[src/rtl/hms_clk_ctrl_if.sv]
// Signal bundle between the HMS clock controller and its surroundings:
// buttons and counter max-hit flags in, counter clock pulses and mode out.
interface hms_clk_ctrl_if;
   logic       i_mode;
   logic       i_inc;
   logic       i_max_hit_sec;
   logic       i_max_hit_min;
   logic       o_sec_clk;
   logic       o_min_clk;
   logic       o_hour_clk;
   logic [1:0] o_mode;
   logic       o_tick;

   modport master (
      output i_mode, i_inc, i_max_hit_sec, i_max_hit_min,
      input  o_sec_clk, o_min_clk, o_hour_clk, o_mode, o_tick
   );

   modport slave (
      input  i_mode, i_inc, i_max_hit_sec, i_max_hit_min,
      output o_sec_clk, o_min_clk, o_hour_clk, o_mode, o_tick
   );
endinterface

[src/rtl/hms_clk_ctrl.sv]
// Drive-side controller for the hour/minute/second counter chain: 1 Hz
// prescaler, carry pulses from counter max-hit edges, and a set-time mode FSM.
//
// state       | meaning
// ST_CLOCK    | free running; prescaler ticks and carries drive the pulses
// ST_SET_SEC  | inc button steps the seconds counter
// ST_SET_MIN  | inc button steps the minutes counter
// ST_SET_HOUR | inc button steps the hours counter
module hms_clk_ctrl #(
   parameter int CLK_HZ = 50_000_000
) (
   input  logic          clk,
   input  logic          rst,
   hms_clk_ctrl_if.slave bus
);

   localparam int             CW        = $clog2(CLK_HZ);
   localparam logic [CW-1:0]  PRESC_TC  = CW'(CLK_HZ - 1);
   localparam logic [CW-1:0]  PRESC_ONE = CW'(1);

   typedef enum logic [1:0] {
      ST_CLOCK    = 2'd0,
      ST_SET_SEC  = 2'd1,
      ST_SET_MIN  = 2'd2,
      ST_SET_HOUR = 2'd3
   } state_t;

   // bit 0 mode, bit 1 inc, bit 2 sec max-hit, bit 3 min max-hit
   logic [3:0]    in_raw;
   logic [3:0]    sync1;
   logic [3:0]    sync2;
   logic [3:0]    prev;
   logic [3:0]    rise;
   logic          rise_mode;
   logic          inc_step;
   logic          presc_tc_hit;
   logic [CW-1:0] presc;
   state_t        state;
   logic          sec_clk;
   logic          min_clk;
   logic          hour_clk;

   assign in_raw = {bus.i_max_hit_min, bus.i_max_hit_sec, bus.i_inc, bus.i_mode};
   assign rise   = sync2 & ~prev;

   assign rise_mode    = rise[0];
   // A mode press in the same cycle as an inc press swallows the inc.
   assign inc_step     = rise[1] & ~rise[0];
   assign presc_tc_hit = (presc == PRESC_TC);

   always_ff @(posedge clk) begin
      if (rst) begin
         sync1    <= '0;
         sync2    <= '0;
         prev     <= '0;
         presc    <= '0;
         state    <= ST_CLOCK;
         sec_clk  <= 1'b0;
         min_clk  <= 1'b0;
         hour_clk <= 1'b0;
      end else begin
         sync1    <= in_raw;
         sync2    <= sync1;
         prev     <= sync2;
         sec_clk  <= 1'b0;
         min_clk  <= 1'b0;
         hour_clk <= 1'b0;

         // Prescaler follows the current state, so it is still 0 on the
         // edge that returns to CLOCK and a full second elapses first.
         case (state)
            ST_CLOCK: begin
               presc    <= presc_tc_hit ? '0 : presc + PRESC_ONE;
               sec_clk  <= presc_tc_hit;
               min_clk  <= rise[2];
               hour_clk <= rise[3];
            end
            ST_SET_SEC: begin
               presc   <= '0;
               sec_clk <= inc_step;
            end
            ST_SET_MIN: begin
               presc   <= '0;
               min_clk <= inc_step;
            end
            ST_SET_HOUR: begin
               presc    <= '0;
               hour_clk <= inc_step;
            end
            default: begin
               presc <= '0;
            end
         endcase

         if (rise_mode) begin
            case (state)
               ST_CLOCK:    state <= ST_SET_SEC;
               ST_SET_SEC:  state <= ST_SET_MIN;
               ST_SET_MIN:  state <= ST_SET_HOUR;
               ST_SET_HOUR: state <= ST_CLOCK;
               default:     state <= ST_CLOCK;
            endcase
         end
      end
   end

   assign bus.o_sec_clk  = sec_clk;
   assign bus.o_min_clk  = min_clk;
   assign bus.o_hour_clk = hour_clk;
   assign bus.o_mode     = state;
   assign bus.o_tick     = (state == ST_CLOCK) && presc_tc_hit;

endmodule
[src/flat_wrapper.sv]
// flat-port wrapper written by rule: the top's interface ports become plain ports
module hms_clk_ctrl_flat 
#(
   parameter int CLK_HZ = 50_000_000
)
  (clk, rst, bus_i_mode, bus_i_inc, bus_i_max_hit_sec, bus_i_max_hit_min, bus_o_sec_clk, bus_o_min_clk, bus_o_hour_clk, bus_o_mode, bus_o_tick);
  hms_clk_ctrl_if bus_i ();
  input  logic clk;
  input  logic rst;
  input wire logic [$bits(bus_i.i_mode)-1:0] bus_i_mode;
  input wire logic [$bits(bus_i.i_inc)-1:0] bus_i_inc;
  input wire logic [$bits(bus_i.i_max_hit_sec)-1:0] bus_i_max_hit_sec;
  input wire logic [$bits(bus_i.i_max_hit_min)-1:0] bus_i_max_hit_min;
  output wire logic [$bits(bus_i.o_sec_clk)-1:0] bus_o_sec_clk;
  output wire logic [$bits(bus_i.o_min_clk)-1:0] bus_o_min_clk;
  output wire logic [$bits(bus_i.o_hour_clk)-1:0] bus_o_hour_clk;
  output wire logic [$bits(bus_i.o_mode)-1:0] bus_o_mode;
  output wire logic [$bits(bus_i.o_tick)-1:0] bus_o_tick;
  assign bus_i.i_mode = bus_i_mode;
  assign bus_i.i_inc = bus_i_inc;
  assign bus_i.i_max_hit_sec = bus_i_max_hit_sec;
  assign bus_i.i_max_hit_min = bus_i_max_hit_min;
  assign bus_o_sec_clk = bus_i.o_sec_clk;
  assign bus_o_min_clk = bus_i.o_min_clk;
  assign bus_o_hour_clk = bus_i.o_hour_clk;
  assign bus_o_mode = bus_i.o_mode;
  assign bus_o_tick = bus_i.o_tick;
  hms_clk_ctrl #(.CLK_HZ(CLK_HZ)) u_core (.clk(clk), .rst(rst), .bus(bus_i));
endmodule
[config.mk]
export PLATFORM = sky130hd
export DESIGN_NAME = hms_clk_ctrl_flat
export DESIGN_NICKNAME = d
export VERILOG_FILES = /design/src/rtl/hms_clk_ctrl_if.sv /design/src/rtl/hms_clk_ctrl.sv /design/src/flat_wrapper.sv
export SDC_FILE = /design/constraint.sdc
export NUM_CORES = 1
export LEC_CHECK = 0
export ABC_CLOCK_PERIOD_IN_PS = 2300
export BUFFER_PORTS_ARGS = -buffer_cell sky130_fd_sc_hd__buf_4
export CAP_MARGIN = 20
export CORE_MARGIN = 2
export CORE_UTILIZATION = 58
export CTS_CLUSTER_SIZE = 40
export DETAILED_ROUTE_END_ITERATION = 12
export GPL_TIMING_DRIVEN = 0
export HOLD_SLACK_MARGIN = 0.06
export PLACE_DENSITY = 0.86
export SYNTH_ARGS = -nofsm -noshare
export SYNTH_HDL_FRONTEND = slang
export SYNTH_SLANG_ARGS = --single-unit
[constraint.sdc]
create_clock -name clk -period 2.3 [get_ports clk]
set_input_delay 0 -clock clk [delete_from_list [all_inputs] [get_ports clk]]
set_output_delay 0 -clock clk [all_outputs]
set_load 0.005 [all_outputs]
== Yosys cells after proc, flatten, opt, wreduce, memory -nomap -nowiden ==
Index checks and enable logic that the tools add are counted.

* Register bits: 43
* Bits of input ports: 6
* Output and inout port bits: 6
* Logic and storage cells: 26

* $add $sub $neg: 1
* Equal/unequal tests: 4
* Muxes and demuxes: 6
* Bitwise gates (word level): 4
* Reductions and logical operators: 3

{| class="wikitable"
|+ Operator list
! operator !! count
|-
| $pmux W26 S2 || 1
|-
| $add A26 B1 Y26 const B || 1
|-
| $eq A26 B26 Y1 const B || 1
|-
| $mux W26 || 1
|-
| $pmux W2 S4 || 1
|-
| $pmux W1 S2 || 3
|-
| $and A4 B4 Y4 || 1
|-
| $eq A2 B2 Y1 const B || 2
|-
| $not A4 Y4 || 1
|-
| $reduce_or A3 Y1 || 1
|-
| $eq A2 B1 Y1 const B || 1
|-
| $logic_not A2 Y1 || 1
|-
| $and A1 B1 Y1 || 1
|-
| $logic_and A1 B1 Y1 || 1
|-
| $not A1 Y1 || 1
|}

== Depth between registers and ports, before layout ==
* Depth in word-level cells: 5
* Mapped depth: 6
* Gate-level depth less buffers: 5

== Worst setup path before layout ==
Ideal clock, no wire load.

* Kind: register to register
* Start point: register u_core.presc[0]
* End point: register u_core.presc[22]
* Arrival: 1913 ps
* Required time: 2230 ps
* Setup slack: 317 ps
* Stages on the path, launching flop included: 6
* Clock period less this slack: 1983 ps
* Path through: dfxtp_1 > ha_1 > nand4_1 > or4_1 > or4_1 > a21oi_1

* Longest elaborated chain between the ends: 3

{| class="wikitable"
|+ Ends and longest elaborated chain
! element !! RTL line !! text
|-
| start, declared || hms_clk_ctrl.sv:37 || <nowiki>logic [CW-1:0] presc;</nowiki>
|-
| start signal, assigned || hms_clk_ctrl.sv:73 || <nowiki>presc <= presc_tc_hit ? '0 : presc + PRESC_ONE;</nowiki>
|-
| $add A26 B1 Y26 / $eq A26 B26 Y1 (equally long branches) || hms_clk_ctrl.sv:73, hms_clk_ctrl.sv:49 ||
|-
| $mux W26 * || hms_clk_ctrl.sv:73 ||
|-
| $pmux W26 S2 * || hms_clk_ctrl.sv:71 || <nowiki>case (state)</nowiki>
|}

Mark *: on every way between the ends. The rest lies on a longest branch, timed or not.
A chain may end at the register's enable or synchronous reset.

== Worst setup path after layout ==
Same ends and word-level chain as after synthesis.

==> summary.md <==
| Metric | Value |
|---|---|
| Layout area overhead | `15.10%` |
| Layout Skew | `0.004219 ns` |
| ANT nets after route | `0` |
| Die Footprint | `0.003592 mm²` |
| Required time worst endpoint | `2.62 ns` |
| VDD IR-drop max | `396.9 µV` |
| Clock-pin slew on the worst setup and hold paths | `0.13 ns` |
| R2R Path Start | `u_core.presc[0]$_SDFF_PP0_` |
| Largest net degree at the start of global routing | `16` |
| Comb power frac | `5.8%` |
| Sequential share of the synthesized area | `47.45%` |
| Number of global-route vias before repair | `1326` |
| Worst slew margin | `70.68%` |
| Die Ht | `59.93 µm` |
| Die W | `59.93 µm` |
| Synth Cell Area | `0.001814 mm²` |
| Vias | `1464` |
| Reg2Reg Depth | `5` |
| Register area | `860.8 µm²` |
| Mean Syn Cell Area | `9.304 µm²` |
| CP startpoint kind | `flop` |
| Worst Tran Pin Value | `0.4398 ns` |
| Nets | `233` |
| # IOs | `12` |
| DR iter-0 viols | `57` |
| CTS tree | `done` |
| Ant. Diodes | `0` |
| Sequential power share | `62.4%` |
| Gr ovfl total | `0` |
| Final setup fails | `0` |
| Worst Hold Launch | `bus_i_inc` |
| R2r setup slk | `0.09 ns` |
| First-pass GRT wire length | `5602 µm` |
| Hold path depth | `3` |
| Hold worst-path end | `u_core.sync1[1]$_SDFF_PP0_` |
| Worst min path class | `input pin to flop` |
| Final Instance Area | `0.002088 mm²` |
| Post-Place Worst Slack | `0.06638 ns` |
| Hold Vio Cnt, Final | `0` |
| Max-slew violations | `0` |
| Sw power | `314.1 µW` |
| Post-DP Area | `0.001938 mm²` |
| Final min period | `2.206 ns` |
| Clk_lat worst skew | `0.38 ns` |
| Leak Pwr | `0.0007266 µW` |
| Dpl hpwl | `2251 µm` |
| Number of cell rows | `20` |
| Fraction of layout cells with a size suffix above 1 | `18.39%` |
| Sw Ratio | `25.47%` |
| Fillcell total | `242` |
| Clock power frac | `31.7%` |
| Initial core utilization | `60.42%` |
| Multi-input gate area | `888.4 µm²` |
| Critical-path maximum fanout | `7` |
| Core area | `0.003003 mm²` |
| Worst EP arrival | `2.53 ns` |
| Fmax achieved | `453.3 MHz` |
| Root buffer cell | `clkbuf_4` |
| GPL Wtd Cong | `0.8551` |
| Tot GR Track Use | `21.37%` |
| Gate Count Post-Synth | `195` |
| # port buffers | `11` |
| Fin crit share | `95.92%` |
| PD cells | `590.6 mW/mm²` |
| Synthesis-stage register bit count | `43` |
| Clk sink count | `43` |
| Total Wirelength | `3448 µm` |
| Longest Clk Path Bufs | `2` |
| Maxcap violations | `0` |
| Commonest non-fill, non-tap cells in the layout | `dfxtp_1 (43), nor2_1 (23), buf_4 (15)` |
| Reg-to-Reg End | `u_core.presc[22]$_SDFF_PP0_` |
| # DRC | `0` |
| Routed len/inst | `13.47 µm` |
| Most common cell after layout, fill and taps aside | `dfxtp_1` |
| Count of cell types in the netlist | `38` |
| WS Path Type | `flop to flop` |
| Mapped Nets | `206` |
| Ys Warns | `0` |
| Hold WS | `0.3721 ns` |
| H-tree depth | `2` |
| Vias per std cell | `5.719` |
| Number of buffers created by CTS | `5` |
| Critical Path End Type | `flop` |
| Pre-antenna DRT Iters | `4` |
| Setup ws final | `0.09389 ns` |
| Pint | `919.3 µW` |
| Initial antenna violation count | `0` |
| Outcome | `completed` |
-- timing repair --
| action | in CTS | in global routing |
|---|---|---|
| setup endpoints to repair | 0 | 2 |
| buffers inserted | 0 | 3 |
| hold endpoints to repair | 11 | 0 |
| hold buffers | 6 | 0 |
| gates resized for setup | 0 | 1 |
-- metal layers --
| layer | vias up | GRT usage (%) | wire (µm) |
|---|---|---|---|
| met2 | 27 | 32.45 | 1615 |
| met5 | - | 0 | 0 |
| met3 | 8 | 5.411 | 157 |
| met1 | 691 | 27.38 | 1607 |
| met4 | 0 | 12.38 | 67 |
| li1 | 738 | - | - |
-- worst max-delay path by stage --
stage,from,endpoint,cells past startpoint
after CTS,u_core.presc[0]$_SDFF_PP0_,u_core.presc[22]$_SDFF_PP0_,5
after detailed placement,u_core.presc[0]$_SDFF_PP0_,u_core.presc[22]$_SDFF_PP0_,5
after floorplan,u_core.presc[0]$_SDFF_PP0_,u_core.presc[22]$_SDFF_PP0_,5
after global routing,u_core.presc[0]$_SDFF_PP0_,u_core.presc[22]$_SDFF_PP0_,5
after global placement,u_core.presc[0]$_SDFF_PP0_,u_core.presc[22]$_SDFF_PP0_,5
final,u_core.presc[0]$_SDFF_PP0_,u_core.presc[22]$_SDFF_PP0_,5
-- synthesized netlist by cell type --
library cell / count / area share [%]
o21ba_2: 1 / 0.55
and4_2: 1 / 0.55
nand4_2: 1 / 0.69
nor4_1: 5 / 1.7
a21oi_2: 1 / 0.48
or4b_2: 1 / 0.55
o21ai_0: 6 / 1.7
nand3b_1: 2 / 0.83
buf_6: 2 / 1.2
nor4b_1: 1 / 0.48
nor3_1: 4 / 1.1
inv_1: 10 / 2.1
or4_4: 2 / 1.2
nor2b_1: 13 / 4.5
xor2_1: 5 / 2.4
a21oi_1: 10 / 2.8
or3_1: 3 / 1.0
or3_2: 3 / 1.2
nand3_2: 1 / 0.55
nand3_1: 6 / 1.7
nor3b_1: 1 / 0.41
or4_1: 6 / 2.5
and4_1: 1 / 0.48
xnor2_1: 8 / 3.9
dfxtp_1: 43 / 47
nand2_1: 10 / 2.1
a211oi_1: 1 / 0.41
ha_1: 5 / 3.4
o31ai_1: 4 / 1.7
nand4_1: 6 / 2.1
a31o_2: 1 / 0.48
nor2_1: 23 / 4.8
buf_4: 1 / 0.41
and3_2: 1 / 0.41
or2_2: 2 / 0.69
a32oi_1: 2 / 0.97
clkbuf_1: 1 / 0.21
a21boi_0: 1 / 0.41
-- power groups by stage --
stage               Sequential, µW  Combinational (µW)  Clock, µW
global placement               786                62.4          0
floorplan                      785                41.5          0
finish                         770                71.9        391
CTS                            770                71.7        397
global route                   772                79.0        428
detailed placement             786                63.7          0
-- critical path: stages, from the launching register on --
cell,delay [ns]
dfxtp_1,0.40
ha_1,0.22
nand4_1,0.27
or4_1,0.68
or4_1,0.44
a21oi_1,0.14
-- per-stage QoR --
step	setup TNS [ns]	std cells	utilization [%]	power, µW
floorplan	0	195	-	826.5
global placement	0	239	64.54	848.7
detailed placement	0	239	64.54	850.2
CTS	0	253	68.58	1239
global route	-0.007929	256	69.54	1279
finish	0	256	69.54	1233
-- flip-flops by register name, summed over array words and instances (netlist names) --
signal / cells
u_core.presc: 26
u_core.bus.o_hour_clk: 1
u_core.bus.o_sec_clk: 1
u_core.bus.o_min_clk: 1
u_core.prev: 4
u_core.sync1: 4
u_core.sync2: 4
u_core.bus.o_mode: 2
-- layout make-up --
cell class                 instances  area share [%]
buffer                             4           1.618
clock buffer                       5           1.797
clock inverter                     3           1.138
inverter                          10           1.797
multi-input combinational        138           42.54
sequential                        43           41.22
tap                               33           1.977
timing repair buffer              20           7.909
-- cell families (layout without fill, tap and decap cells) --
family / count (synthesis) / in the layout / share of synthesized area [%]
and+or+nand+nor: 93 / 93 / 29.52
DFF: 43 / 43 / 47.45
AOI/OAI and AO/OA: 27 / 27 / 9.380
buffers and inverters: 14 / 42 / 3.931
xor gates and xnor gates: 13 / 13 / 6.276
adders and majority gates: 5 / 5 / 3.448
Power figures use the tool's default switching activity.
